File: config.mk
export PLATFORM = sky130hd
export DESIGN_NAME = patch_cam_ctrl_flat
export DESIGN_NICKNAME = d
export VERILOG_FILES = /design/src/rtl/patch_cam_ctrl_if.sv /design/src/rtl/patch_cam_ctrl.sv /design/src/flat_wrapper.sv
export SDC_FILE = /design/constraint.sdc
export NUM_CORES = 1
export LEC_CHECK = 0
export CORE_MARGIN = 3
export CORE_UTILIZATION = 54
export CTS_BUF_LIST = sky130_fd_sc_hd__clkbuf_4 sky130_fd_sc_hd__clkbuf_8 sky130_fd_sc_hd__clkbuf_16
export DETAILED_ROUTE_END_ITERATION = 6
export GPL_TIMING_DRIVEN = 0
export PLACE_DENSITY = 0.8
export SLEW_MARGIN = 15
export SYNTH_ARGS = -nofsm -noshare
export SYNTH_HDL_FRONTEND = slang
export SYNTH_SLANG_ARGS = --single-unit
File: constraint.sdc
create_clock -name mclk -period 3.1 [get_ports mclk]
set_input_delay 0.62 -clock mclk [delete_from_list [all_inputs] [get_ports mclk]]
set_output_delay 0.62 -clock mclk [all_outputs]
set_load 0.02 [all_outputs]
File: src/rtl/patch_cam_ctrl_if.sv
// Config-bus write port and CAM write port of the patch CAM sequencer.
interface patch_cam_ctrl_if;
  logic [15:0] config_addr;
  logic [15:0] config_data;
  logic        config_strobe;
  logic [22:0] cam_din;
  logic [22:0] cam_data_mask;
  logic        cam_we;
  logic [5:0]  cam_wr_addr;
  logic        cam_busy;

  modport master (output config_addr, config_data, config_strobe, cam_busy,
                  input  cam_din, cam_data_mask, cam_we, cam_wr_addr);
  modport slave  (input  config_addr, config_data, config_strobe, cam_busy,
                  output cam_din, cam_data_mask, cam_we, cam_wr_addr);
endinterface

File: src/rtl/patch_cam_ctrl.sv
// Patch CAM write sequencer: staging registers, one-deep request slot, clear-all sweep.
// Optional per-entry valid map is built when PATCH_CAM_VALID_EN is defined.
module patch_cam_ctrl #(
  parameter int unsigned WRITE_CYCLES = 16,
  parameter logic [22:0] CLEAR_ADDR   = 23'h7FFFFF,
  parameter logic [15:0] BASE_ADDR    = 16'h7000
) (
  input  logic            mclk,
  input  logic            reset,
  patch_cam_ctrl_if.slave bus,
  output logic            lookup_enable,
  output logic            ctrl_busy,
  output logic            overrun,
  output logic [15:0]     write_count,
  output logic [63:0]     entry_valid
);
  localparam int unsigned AW = 23;
  localparam int unsigned IW = 6;
  localparam int unsigned NE = 64;
  localparam int unsigned CW = $clog2(WRITE_CYCLES + 1);
  localparam logic [CW-1:0] CNT_LOAD = CW'(WRITE_CYCLES - 1);
  localparam logic [IW-1:0] LAST_IDX = IW'(NE - 1);

  typedef enum logic [2:0] {IDLE, ISSUE, WAIT, CLR_ISSUE, CLR_WAIT} state_e;
  typedef struct packed {
    logic [AW-1:0] addr;
    logic [AW-1:0] mask;
    logic [IW-1:0] idx;
  } req_t;

  state_e        state_q, state_d;
  logic [AW-1:0] stg_addr_q, stg_addr_d, stg_mask_q, stg_mask_d;
  req_t          cur_q, cur_d, pend_q, pend_d;
  logic          pend_vld_q, pend_vld_d, clr_req_q, clr_req_d;
  logic [IW-1:0] clr_idx_q, clr_idx_d;
  logic [CW-1:0] cnt_q, cnt_d;
  logic [AW-1:0] din_q, din_d, dmask_q, dmask_d;
  logic          we_q, we_d;
  logic [IW-1:0] waddr_q, waddr_d;
  logic          lookup_q, lookup_d, busy_q, busy_d, overrun_q, overrun_d;
  logic [15:0]   wcount_q, wcount_d;
`ifdef PATCH_CAM_VALID_EN
  logic [NE-1:0] valid_q, valid_d;
`endif

  logic [15:0] reg_off_c;
  logic        wr_alo_c, wr_ahi_c, wr_mlo_c, wr_mhi_c, trig_c, ctl_c, trig_used_c;
  req_t        new_req_c;

  // Register decode relative to the config base
  assign reg_off_c = bus.config_addr - BASE_ADDR;
  assign wr_alo_c  = bus.config_strobe && (reg_off_c == 16'd0);
  assign wr_ahi_c  = bus.config_strobe && (reg_off_c == 16'd1);
  assign wr_mlo_c  = bus.config_strobe && (reg_off_c == 16'd2);
  assign wr_mhi_c  = bus.config_strobe && (reg_off_c == 16'd3);
  assign trig_c    = bus.config_strobe && (reg_off_c == 16'd4);
  assign ctl_c     = bus.config_strobe && (reg_off_c == 16'd5);
  assign new_req_c = '{addr: stg_addr_q, mask: stg_mask_q, idx: bus.config_data[IW-1:0]};

  always_comb begin
    state_d     = state_q;
    stg_addr_d  = stg_addr_q;
    stg_mask_d  = stg_mask_q;
    cur_d       = cur_q;
    pend_d      = pend_q;
    pend_vld_d  = pend_vld_q;
    clr_req_d   = clr_req_q;
    clr_idx_d   = clr_idx_q;
    cnt_d       = cnt_q;
    din_d       = din_q;
    dmask_d     = dmask_q;
    we_d        = 1'b0;
    waddr_d     = waddr_q;
    overrun_d   = overrun_q;
    wcount_d    = wcount_q;
    trig_used_c = 1'b0;
`ifdef PATCH_CAM_VALID_EN
    valid_d     = valid_q;
`endif

    if (wr_alo_c) stg_addr_d[15:0]  = bus.config_data;
    if (wr_ahi_c) stg_addr_d[22:16] = bus.config_data[6:0];
    if (wr_mlo_c) stg_mask_d[15:0]  = bus.config_data;
    if (wr_mhi_c) stg_mask_d[22:16] = bus.config_data[6:0];

    unique case (state_q)
      IDLE: begin
        if (clr_req_q || (ctl_c && bus.config_data[0])) begin
          state_d   = CLR_ISSUE;
          clr_req_d = 1'b0;
          clr_idx_d = '0;
        end else if (pend_vld_q) begin
          // Slot drains into the active request, so a same-cycle trigger refills it
          cur_d       = pend_q;
          pend_vld_d  = 1'b0;
          state_d     = ISSUE;
        end else if (trig_c) begin
          cur_d       = new_req_c;
          trig_used_c = 1'b1;
          state_d     = ISSUE;
        end
      end
      ISSUE: begin
        we_d    = 1'b1;
        din_d   = cur_q.addr;
        dmask_d = cur_q.mask;
        waddr_d = cur_q.idx;
        cnt_d   = CNT_LOAD;
        state_d = WAIT;
      end
      WAIT: begin
        if (cnt_q != '0) begin
          cnt_d = cnt_q - CW'(1);
        end else if (!bus.cam_busy) begin
          wcount_d = wcount_q + 16'd1;
`ifdef PATCH_CAM_VALID_EN
          valid_d[cur_q.idx] = 1'b1;
`endif
          if (clr_req_q) begin
            state_d   = CLR_ISSUE;
            clr_req_d = 1'b0;
            clr_idx_d = '0;
          end else begin
            state_d = IDLE;
          end
        end
      end
      CLR_ISSUE: begin
        we_d    = 1'b1;
        din_d   = CLEAR_ADDR;
        dmask_d = '0;
        waddr_d = clr_idx_q;
        cnt_d   = CNT_LOAD;
        state_d = CLR_WAIT;
      end
      CLR_WAIT: begin
        if (cnt_q != '0) begin
          cnt_d = cnt_q - CW'(1);
        end else if (!bus.cam_busy) begin
          wcount_d = wcount_q + 16'd1;
`ifdef PATCH_CAM_VALID_EN
          valid_d[clr_idx_q] = 1'b0;
`endif
          if (clr_idx_q == LAST_IDX) begin
            state_d = IDLE;
          end else begin
            clr_idx_d = clr_idx_q + IW'(1);
            state_d   = CLR_ISSUE;
          end
        end
      end
      default: state_d = IDLE;
    endcase

    // Triggers not consumed directly go to the slot or are dropped
    if (trig_c && !trig_used_c) begin
      if (!pend_vld_d) begin
        pend_d     = new_req_c;
        pend_vld_d = 1'b1;
      end else begin
        overrun_d = 1'b1;
      end
    end

    // Clear request during a single write is deferred to its completion
    if (ctl_c && bus.config_data[0] && (state_q == ISSUE || state_q == WAIT) &&
        (state_d != CLR_ISSUE))
      clr_req_d = 1'b1;
    if (ctl_c && bus.config_data[1]) overrun_d = 1'b0;

    lookup_d = !(state_d == CLR_ISSUE || state_d == CLR_WAIT);
    busy_d   = (state_d != IDLE) || pend_vld_d || clr_req_d;
  end

  always_ff @(posedge mclk or negedge reset) begin
    if (!reset) begin
      state_q    <= IDLE;
      stg_addr_q <= '0;
      stg_mask_q <= '0;
      cur_q      <= '0;
      pend_q     <= '0;
      pend_vld_q <= 1'b0;
      clr_req_q  <= 1'b0;
      clr_idx_q  <= '0;
      cnt_q      <= '0;
      din_q      <= '0;
      dmask_q    <= '0;
      we_q       <= 1'b0;
      waddr_q    <= '0;
      lookup_q   <= 1'b1;
      busy_q     <= 1'b0;
      overrun_q  <= 1'b0;
      wcount_q   <= '0;
`ifdef PATCH_CAM_VALID_EN
      valid_q    <= '0;
`endif
    end else begin
      state_q    <= state_d;
      stg_addr_q <= stg_addr_d;
      stg_mask_q <= stg_mask_d;
      cur_q      <= cur_d;
      pend_q     <= pend_d;
      pend_vld_q <= pend_vld_d;
      clr_req_q  <= clr_req_d;
      clr_idx_q  <= clr_idx_d;
      cnt_q      <= cnt_d;
      din_q      <= din_d;
      dmask_q    <= dmask_d;
      we_q       <= we_d;
      waddr_q    <= waddr_d;
      lookup_q   <= lookup_d;
      busy_q     <= busy_d;
      overrun_q  <= overrun_d;
      wcount_q   <= wcount_d;
`ifdef PATCH_CAM_VALID_EN
      valid_q    <= valid_d;
`endif
    end
  end

  assign bus.cam_din       = din_q;
  assign bus.cam_data_mask = dmask_q;
  assign bus.cam_we        = we_q;
  assign bus.cam_wr_addr   = waddr_q;
  assign lookup_enable     = lookup_q;
  assign ctrl_busy         = busy_q;
  assign overrun           = overrun_q;
  assign write_count       = wcount_q;
`ifdef PATCH_CAM_VALID_EN
  assign entry_valid = valid_q;
`else
  assign entry_valid = '0;
`endif
endmodule

File: src/flat_wrapper.sv
// flat-port wrapper written by rule: the top's interface ports become plain ports
module patch_cam_ctrl_flat 
#(
  parameter int unsigned WRITE_CYCLES = 16,
  parameter logic [22:0] CLEAR_ADDR   = 23'h7FFFFF,
  parameter logic [15:0] BASE_ADDR    = 16'h7000
)
  (mclk, reset, lookup_enable, ctrl_busy, overrun, write_count, entry_valid, bus_config_addr, bus_config_data, bus_config_strobe, bus_cam_busy, bus_cam_din, bus_cam_data_mask, bus_cam_we, bus_cam_wr_addr);
  patch_cam_ctrl_if bus_i ();
  input  logic mclk;
  input  logic reset;
  output logic lookup_enable;
  output logic ctrl_busy;
  output logic overrun;
  output logic [15:0] write_count;
  output logic [63:0] entry_valid;
  input wire logic [$bits(bus_i.config_addr)-1:0] bus_config_addr;
  input wire logic [$bits(bus_i.config_data)-1:0] bus_config_data;
  input wire logic [$bits(bus_i.config_strobe)-1:0] bus_config_strobe;
  input wire logic [$bits(bus_i.cam_busy)-1:0] bus_cam_busy;
  output wire logic [$bits(bus_i.cam_din)-1:0] bus_cam_din;
  output wire logic [$bits(bus_i.cam_data_mask)-1:0] bus_cam_data_mask;
  output wire logic [$bits(bus_i.cam_we)-1:0] bus_cam_we;
  output wire logic [$bits(bus_i.cam_wr_addr)-1:0] bus_cam_wr_addr;
  assign bus_i.config_addr = bus_config_addr;
  assign bus_i.config_data = bus_config_data;
  assign bus_i.config_strobe = bus_config_strobe;
  assign bus_i.cam_busy = bus_cam_busy;
  assign bus_cam_din = bus_i.cam_din;
  assign bus_cam_data_mask = bus_i.cam_data_mask;
  assign bus_cam_we = bus_i.cam_we;
  assign bus_cam_wr_addr = bus_i.cam_wr_addr;
  patch_cam_ctrl #(.WRITE_CYCLES(WRITE_CYCLES), .CLEAR_ADDR(CLEAR_ADDR), .BASE_ADDR(BASE_ADDR)) u_core (.mclk(mclk), .reset(reset), .bus(bus_i), .lookup_enable(lookup_enable), .ctrl_busy(ctrl_busy), .overrun(overrun), .write_count(write_count), .entry_valid(entry_valid));
endmodule
==> results.sh <==
export IMPL_synth_edf_count=0
export IMPL_clk_pin_slew_ns=0.06
export IMPL_synth_area_um2=10890
export IMPL_ys_seq_area_frac=0.5471
export IMPL_critPathSlowestCell="nor3b_2"
export IMPL_cts_tree="built"
export IMPL_fp_dieW_um=148.0
export IMPL_final_area_um2=13470
export IMPL_drv_slew=0
export IMPL_finalHoldViolations=0
export IMPL_min_path_cells=2
export IMPL_grt_setup_unrepaired="false"
export IMPL_synthSimpleGateAreaFrac=0.08652
export IMPL_nets=1101
export IMPL_vias=7026
export IMPL_ys_flop_type="dfrtp_1"
export IMPL_critPathArrivalTime_ns=3.26
export IMPL_combPwrFrac=0.044
export IMPL_hpwl_um=16290
export IMPL_ys_warn_count=0
export IMPL_switchingPower_mw=1.366
export IMPL_cp_end_kind="flop"
export IMPL_powerDensity_nw_per_um2=481.2
export IMPL_vdd_ir_drop_max_mv=0.4712
export IMPL_synth_area_leaders="dfrtp_1 54%, mux2_2 16%, mux2_4 6.9%, buf_4 4.5%, nand2_1 4.0%"
export IMPL_grt_start_max_net_pins=109
export IMPL_hp_class="flop to flop"
export IMPL_cp_max_fo=10
export IMPL_period_minus_slack_ns=2.867
export IMPL_antenna_found_initial=0
export IMPL_power_internal_mw=5.114
export IMPL_die_h_um=148.0
export IMPL_startpoint_type="input pin"
export IMPL_crit_start="bus_config_addr[9]"
export IMPL_cts_sinks=238
export IMPL_hp_start="u_core.bus.cam_din[3]$_DFFE_PN0P_"
export IMPL_avgRoutedWirePerCell_um=17.37
export IMPL_synth_xor_area_frac=0.01367
export IMPL_synth_seq_cells=238
export IMPL_clockRootBuffer="clkbuf_16"
export IMPL_pwr_share_clk=0.476
export IMPL_drt_iter0_markers=398
export IMPL_cap_violations=0
export IMPL_synth_most_common_cell="dfrtp_1"
export IMPL_synth_top_family_by_area="multiplexers"
export IMPL_power_leakage_nw=6.825
export IMPL_synthAdderAreaFrac=0.003447
export IMPL_p_sw_frac=0.2108
export IMPL_yosys_area_top_type_share=0.5446
export IMPL_grt_pass1_wl_um=38090
export IMPL_async_flop_share=1.000
export IMPL_rows=51
export IMPL_r2r_cells=7
export IMPL_via_per_inst=5.224
export IMPL_criticalPathCategory="input pin to flop"
export IMPL_setup_viol=0
export IMPL_drc=0
export IMPL_yosys_area_top_type="dfrtp_1"
export IMPL_hold_end="u_core.bus.cam_din[3]$_DFFE_PN0P_"
export IMPL_synth_compound_area_share=0.04504
export IMPL_clockBufferDepth=3
export IMPL_overflow=0
export IMPL_r2r_end="u_core.write_count[15]$_DFFE_PN0P_"
export IMPL_synthTopCellsByCount="237 x dfrtp_1, 152 x mux2_2, 116 x nand2_1"
export IMPL_coreArea_um2=19650
export IMPL_cts_buffers=25
export IMPL_area_delta_synth_final_pct=23.67
export IMPL_clock_skew_ns=0.02241
export IMPL_initial_utilization=0.5540
export IMPL_synth_cells=862
export IMPL_slew_headroom=0.4312
export IMPL_dp_cells=1299
export IMPL_finalNonFillerCells=1345
export IMPL_drive_gt1_frac=0.3176
export IMPL_worstPathRequired_ns=3.49
export IMPL_synth_distinct_cells=55
export IMPL_place_congestion=0.8981
export IMPL_place_area_um2=12590
export IMPL_grtUsageTotal=0.2136
export IMPL_power_frac_seq=0.480
export IMPL_syn_avg_cell_area_um2=12.63
export IMPL_dieArea_um2=21910
export IMPL_crit_chain="clkdlybuf4s50_1, nor4_4, nand4_1, nor3b_2, buf_2, mux2_2"
export IMPL_io_buffers=107
export IMPL_first_pass_iters=5
export IMPL_worst_pin_slew_ns=0.8496
export IMPL_fmax_ghz=0.3488
export IMPL_ant_nets=0
export IMPL_synthMuxAreaShare=0.2316
export IMPL_worstSkewPairLatency_ns=0.52
export IMPL_ios=172
export IMPL_n_antenna_cell=0
export IMPL_grt_pass1_vias=7186
export IMPL_outcome="finished, final reports clean"
export IMPL_routed_wl_um=23360
export IMPL_finalCritPeriodShare=0.9248
export IMPL_slowest_delay_ns=0.78
export IMPL_htreeDepth=1
export IMPL_r2r_start="u_core.cnt_q[0]$_DFFE_PN0P_"
export IMPL_postCtsSetupBuffers=0
export IMPL_rrSetupSlack_ns=0.56
-- worst max path at each step --
stage	depth (start not counted)	to	slack, ns
after floorplan	7	u_core.pend_q[0]$_DFFE_PN0P_	0.68
after global placement	1	u_core.bus.cam_data_mask[12]$_DFFE_PN0P_	-8.48
after detailed placement	7	u_core.cur_q[48]$_DFFE_PN0P_	-0.44
after CTS	7	u_core.cur_q[48]$_DFFE_PN0P_	0.10
after global routing	7	u_core.cur_q[4]$_DFFE_PN0P_	0.08
final	6	u_core.stg_addr_q[8]$_DFFE_PN0P_	0.23
-- through the flow --
step | TNS, ns | setup WS, ns | total power, mW | utilization | hold WS, ns
after floorplan | 0 | 0.6847 | 3.309 | - | 0.3244
after global placement | -2034.06 | -8.480 | 3.441 | 0.6374 | 0.4540
after detailed placement | -28.47 | -0.4387 | 3.448 | 0.6405 | 0.4545
after CTS | 0 | 0.1004 | 6.524 | 0.6850 | 0.4679
after global routing | 0 | 0.07943 | 6.695 | 0.6852 | 0.4976
final | 0 | 0.2331 | 6.480 | 0.6852 | 0.4637
-- placed cells by master (no fill, tap or decap), types with 6 or more instances in the layout --
cell / netlist / layout
xor2_1: 7 / 7
clkbuf_8: 0 / 6
xnor2_1: 10 / 10
nor2_1: 17 / 17
nand4_1: 7 / 7
nand3_1: 6 / 6
inv_1: 10 / 10
and3_1: 8 / 8
clkdlybuf4s50_1: 0 / 106
clkbuf_16: 0 / 25
mux2i_1: 6 / 6
buf_4: 65 / 65
dfrtp_1: 237 / 237
nor3_1: 8 / 8
mux2_4: 50 / 50
buf_2: 9 / 9
nand2_1: 116 / 116
mux2_2: 152 / 152
conb_1: 1 / 64
clkinv_2: 0 / 7
o21ai_0: 63 / 63
clkbuf_1: 22 / 22
-- cell type report --
cell class                      instances  area (um2)
Clock inverter                         11       133.9
Sequential cell                       238        5957
Fill cell                            1449        6187
Inverter                               11       41.29
Clock buffer                           34       730.7
Multi-Input combinational cell        571        4385
Timing Repair Buffer                  110        1141
Tap cell                              265       331.6
Buffer                                105       745.7
-- sequential cells by signal, indices dropped and copies added (netlist names) --
signal                    count
u_core.ctrl_busy              1
u_core.bus.cam_we             1
u_core.stg_mask_q            23
u_core.bus.cam_din           23
u_core.pend_q                52
u_core.lookup_enable          1
u_core.pend_vld_q             1
u_core.cur_q                 52
u_core.bus.cam_wr_addr        6
u_core.bus.cam_data_mask     23
u_core.clr_idx_q              6
u_core.clr_req_q              1
u_core.overrun                1
u_core.write_count           16
u_core.cnt_q                  5
u_core.state_q                3
u_core.stg_addr_q            23
-- routing by layer --
layer	part of all wire	vias up	global-route usage	routed length, um
met2	0.49	232	0.3569	11330
met3	0.065	52	0.04169	1511
met1	0.42	3490	0.2844	9804
met5	0	-	0	0
met4	0.030	0	0.06697	712
li1	-	3252	-	-
-- repair_timing --
| item | 4_1_cts | 5_1_grt |
|---|---|---|
| setup endpoints to repair | 0 | 50 |
| endpoints found under the hold margin | 30 | 0 |
| gates resized for setup | 0 | 1 |
| hold buffers | 1 | 0 |
-- power by group through the flow --
stage	Combinational (mW)	Sequential, mW	Clock [mW]
final	0.284	3.11	3.09
after global routing	0.309	3.11	3.28
after CTS	0.284	3.11	3.13
after detailed placement	0.283	3.17	0
after global placement	0.272	3.17	0
after floorplan	0.142	3.17	0
-- cells by family after synthesis --
family	after synthesis
DFF	238
muxes	208
and+or+nand+nor	193
buffers and inverters	116
AOI/OAI and AO/OA	86
xor gates and xnor gates	17
adders and majority gates	3
other	1
-- critical path: cells and delay by family --
family | cells | cell delay, ns
simple gates | 3 | 1.42
buf+inv | 2 | 0.85
mux | 1 | 0.37
No activity file was read; power rests on OpenSTA's default activity.
